[config.mk]
export PLATFORM = sky130hd
export DESIGN_NAME = rr_sel_sched
export DESIGN_NICKNAME = d
export VERILOG_FILES = /design/src/rtl/rr_sched_pkg.sv /design/src/rtl/rr_pick.sv /design/src/rtl/rr_sel_sched.sv
export SDC_FILE = /design/constraint.sdc
export NUM_CORES = 1
export LEC_CHECK = 0
export CAP_MARGIN = 20
export CORE_UTILIZATION = 54
export DETAILED_ROUTE_END_ITERATION = 10
export GPL_ROUTABILITY_DRIVEN = 0
export PLACE_DENSITY = 0.79
export SLEW_MARGIN = 30
export SYNTH_ARGS = -nofsm -noshare
export SYNTH_HDL_FRONTEND = slang
export SYNTH_SLANG_ARGS = --single-unit
[constraint.sdc]
create_clock -name clk -period 2.9 [get_ports clk]
set_input_delay 0.58 -clock clk [delete_from_list [all_inputs] [get_ports clk]]
set_output_delay 0.58 -clock clk [all_outputs]
set_load 0.005 [all_outputs]
[src/rtl/rr_sched_pkg.sv]
// rr_sched_pkg: shared types, default sizes and helpers for the round-robin burst scheduler.
package rr_sched_pkg;
  typedef enum logic {IDLE, BUSY} rr_state_t;
  localparam int DEF_N_CH = 4;
  localparam int DEF_MAX_BURST = 16;
  function automatic logic [31:0] onehot(input int idx);
    return 32'd1 << idx;
  endfunction
endpackage

[src/rtl/rr_pick.sv]
// rr_pick: combinational rotating priority encoder, first requester at or after rr_ptr wins.
module rr_pick #(
  parameter int N_CH = 4,
  localparam int SEL_W = $clog2(N_CH)
) (
  input  logic [N_CH-1:0]  req,
  input  logic [SEL_W-1:0] rr_ptr,
  output logic             any,
  output logic [SEL_W-1:0] idx
);
  always_comb begin
    any = 1'b0;
    idx = rr_ptr;
    // Scan farthest-first so the closest requester to rr_ptr overwrites last.
    for (int k = N_CH - 1; k >= 0; k--) begin
      if (req[(int'(rr_ptr) + k) % N_CH]) begin
        any = 1'b1;
        idx = SEL_W'((int'(rr_ptr) + k) % N_CH);
      end
    end
  end
endmodule

[src/rtl/rr_sel_sched.sv]
// rr_sel_sched: round-robin burst scheduler driving a registered, never-X mux select
// with a valid/ready beat handshake and back-to-back grants.
module rr_sel_sched
  import rr_sched_pkg::*;
#(
  parameter int N_CH = DEF_N_CH,
  parameter int MAX_BURST = DEF_MAX_BURST,
  localparam int SEL_W = $clog2(N_CH),
  localparam int BURST_W = $clog2(MAX_BURST + 1)
) (
  input  logic               clk,
  input  logic               rst_n,
  input  logic [N_CH-1:0]    req,
  input  logic [BURST_W-1:0] burst_len,
  input  logic               ready,
  output logic [SEL_W-1:0]   sel,
  output logic               sel_valid,
  output logic [N_CH-1:0]    grant,
  output logic               last
);
  rr_state_t state;
  logic [SEL_W-1:0] rr_ptr, ptr_nxt, sel_inc, pick_idx;
  logic [BURST_W-1:0] len_q, beat_cnt, len_in;
  logic beat, burst_end, pick_any;

  always_comb begin
    beat = sel_valid && ready;
    // A beat ends the burst only on last; with no beat a dropped request ends it.
    burst_end = (state == BUSY) && (beat ? last : !req[sel]);
    sel_inc = (sel == SEL_W'(N_CH - 1)) ? '0 : sel + SEL_W'(1);
    ptr_nxt = burst_end ? sel_inc : rr_ptr;
    len_in = (burst_len == '0) ? BURST_W'(1) :
             (burst_len > BURST_W'(MAX_BURST)) ? BURST_W'(MAX_BURST) : burst_len;
  end

  rr_pick #(.N_CH(N_CH)) u_pick (
    .req(req),
    .rr_ptr(ptr_nxt),
    .any(pick_any),
    .idx(pick_idx)
  );

  always_ff @(posedge clk or negedge rst_n) begin
    if (!rst_n) begin
      state <= IDLE;
      sel <= '0;
      sel_valid <= 1'b0;
      grant <= '0;
      last <= 1'b0;
      rr_ptr <= '0;
      beat_cnt <= '0;
      len_q <= '0;
    end else begin
      if (burst_end) rr_ptr <= ptr_nxt;
      if (state == IDLE || burst_end) begin
        if (pick_any) begin
          state <= BUSY;
          sel <= pick_idx;
          sel_valid <= 1'b1;
          grant <= N_CH'(onehot(int'(pick_idx)));
          len_q <= len_in;
          beat_cnt <= '0;
          last <= (len_in == BURST_W'(1));
        end else begin
          state <= IDLE;
          sel_valid <= 1'b0;
          grant <= '0;
          last <= 1'b0;
          beat_cnt <= '0;
        end
      end else if (beat) begin
        beat_cnt <= beat_cnt + BURST_W'(1);
        last <= (beat_cnt + BURST_W'(2)) == len_q;
      end
    end
  end
endmodule

==> summary.txt <==
Hold path
  • Min-Delay Path Depth: 2
  • Tightest Hold Check Type: reg2reg

Final layout
  • Commonest non-fill, non-tap cells in the layout: dfrtp_1 (20), clkdlybuf4s50_1 (19), nor2_1 (16), nand2_1 (13), inv_1 (10)
  • Antenna diodes: 0
  • Register area: between 500 and 600 um^2
  • Multi-input logic area: between 700 and 800 um^2
  • Share of layout cells above drive strength 1: roughly an eighth
  • Nets: about 190
  • Final Util: 67.6%
  • Area delta synth->final: 19.7%
  • Fill cell count: 204
  • Commonest non-fill, non-tap cell in the layout: dfrtp_1

STA
  • Final slew viol count: 0
  • Slew HR: 54.3%
  • Final setup vio count: 0
  • Transition time of the tightest slew-check pin: 0.684 ns
  • Setup TNS Final: 0 ns
  • Tcrit/Tclk final: between 80% and 90%
  • RSZ-0062 raised after global routing: no
  • Final hold violation count: 0
  • Fin crit period: between 2 and 2.5 ns
  • Max Clk Rate: 0.413 GHz
  • Setup ws final: roughly 0.48 ns
  • Clk_skew: just over 0.006 ns

GRT
  • M1 GR Usage: ~36%
  • Met3 Use GR: about 2.9%
  • Largest net degree at the start of global routing: 21
  • Tot GR Track Use: ~27%
  • Initial antenna violation count: 0
  • M2 GR Usage: between 40% and 50%
  • Overflow after GRT: 0
  • Global-route wire length before repair: between 5 and 6 mm
  • Number of global-route vias before repair: around 1200
  • Global routing's busiest layer: met2

Synth
  • Post-synthesis compound-gate area fraction: between 20% and 30%
  • Cell taking the most area after synthesis: dfrtp_1
  • Adder-cell share of the synthesized area: 2.71%
  • Multiplexer area fraction after synthesis: about 4.9%
  • Cell variety after synth: 48
  • Xor and xnor area share after synthesis: ~6.3%
  • Post-synthesis instance area: roughly 0.0014 mm^2
  • Synth top area cells: dfrtp_1 (36%), nor2_1 (4.3%), xnor2_1 (3.8%), nand2_1 (3.5%), buf_6 (3.2%)
  • Avg Inst Size Synth: slightly above 9 um^2
  • Post-synth EDFFs: 0
  • Yosys Warn Count: 0
  • Share of flip-flops with an asynchronous set or reset: 100%
  • Largest family of logic cells by synthesized area: compound AO/OA/AOI/OAI gates
  • Synth Flop Type: dfrtp_1
  • Sequential share of the synthesized area: a little over a third
  • Synthesis-stage register bit count: 20
  • Simple-gate area share of the yosys netlist: between 15 and 20%
  • Post-synth top area share: about 36%
  • Mapped Nets: 166
  • Post-Syn Instances: about 150

Worst setup path
  • Worst setup SP type: input port
  • Setup crit end kind: register
  • Crit Path Category: in2reg
  • CP arrival: around 2.6 ns
  • Reg2Reg Depth: 7
  • Critical Path RT: 3.12 ns
  • Worst Path Max Fanout: 7

Flow run
  • MaxCap Viol Count: 0

Detailed routing
  • TritonRoute pass-1 iters: 4
  • DRT Wirelength: around 3.3 mm
  • Via count: 1226
  • Drc violations: 0
  • Post-DRT Antenna Nets: 0
  • WL per Instance: around 16 um
  • Via-to-Cell Ratio: between 6 and 7
  • DR iter-0 viols: 40

CTS
  • CTS root buf: clkbuf_4
  • Post-cts hold buffer count: 0
  • Post-CTS sizing: 0
  • H-tree depth: 1
  • CTS tree: yes
  • Post-CTS setup buffers: 0
  • Clock Sinks: 20
  • Worst-path clk slew: 0.13 ns
  • Number of CTS-inserted buffers: 3
  • Worst skew pair latency: between 0.3 and 0.4 ns
  • Longest Clk Path Bufs: 2

Floorplan
  • Io pins: 20
  • Row count: 18
  • Initial Util: between 50% and 60%
  • Die Y: 52.7 um
  • Die ar.: 0.00278 mm^2
  • Core Footprint: approximately 0.0025 mm^2
  • Die width: about 53 um

Place
  • PortBufs: 19
  • Detail Placement HPWL: ~2.4 mm
  • DP Worst Slack: ~0.15 ns

Power and ir drop
  • Cell leakage power: approximately 0.74 nW
  • Peak supply drop: roughly 0.70 mV
  • Pwr Density: around 890 mW/mm^2

Outcome
  • Outcome: complete, no violations
Yosys cell counts, drive strengths merged (3+ instances only):
cell type and number:
xnor2 6, nor2b 3, buf 7, nand2 14, o22ai 3, nand2b 4
nor2 16, o31ai 3, nor3 3, o21ai 6, ha 3, inv 10
xor2 4, nand3 5, mux2 3, dfrtp 20, mux2i 3, a211oi 4
a21oi 7, a21boi 3
flip-flops by register name (all words and copies together) (netlist names):
register	count
len_q	5
state	1
beat_cnt	5
grant	4
rr_ptr	2
sel	2
last	1
path summary, 6_finish.rpt:
check / start / end / slack [ns]
max reg2reg: sel[0] / grant[3] / 0.59
max in group asynchronous: rst_n / grant[0] / 2.10
min reg2reg: len_q[3] / len_q[3] / 0.52
min in group asynchronous: rst_n / beat_cnt[2] / 0.58
max: ready / grant[3] / 0.48
min: len_q[3] / len_q[3] / 0.52
stage by stage:
| step | cell area (um^2) | instances | hold WS (ns) | power (mW) |
|---|---|---|---|---|
| floorplan | 1390 | 151 | 0.284 | 1.00 |
| global route | 1660 | 203 | 0.540 | 1.59 |
| global placement | 1600 | 199 | 0.494 | 1.20 |
| detailed placement | 1600 | 199 | 0.494 | 1.23 |
| CTS | 1650 | 203 | 0.522 | 1.47 |
| finish | 1660 | 203 | 0.520 | 1.48 |
power by group:
| group | internal [mW] | switching [mW] | total (mW) |
|---|---|---|---|
| logic | 0.373 | 0.387 | 0.759 |
| clock network | 0.140 | 0.103 | 0.243 |
| registers | 0.373 | 0.108 | 0.482 |
cells by family after synthesis:
logic type,after synthesis
buf+inv,18
fa+ha+maj,3
flops,20
compound gates,42
mux,6
simple gates,52
xor+xnor,10
critical path: stages:
cell and delay (ns):
clkdlybuf4s50_1 0.58, a21oi_1 0.15, a22oi_4 0.28, and2_4 0.24, mux2i_1 0.27, inv_1 0.14
a211oi_1 0.27, o22ai_1 0.12
routing by layer:
layer	routed length, um	share of wire (%)	up-vias
met2	1570	48	55
li1	-	-	583
met1	1400	43	579
met5	0	0	-
met3	237	7.3	9
met4	50	1.5	0
layout make-up:
class                   count  area share, %
repair buffers             26           14.6
well taps                  30           2.26
flip-flops and latches     20           30.1
clock buffers               3           1.36
multi-input cells         113           47.6
inverters                  10           2.26
clock inverters             1           1.81
Power figures use the tool's default switching activity.
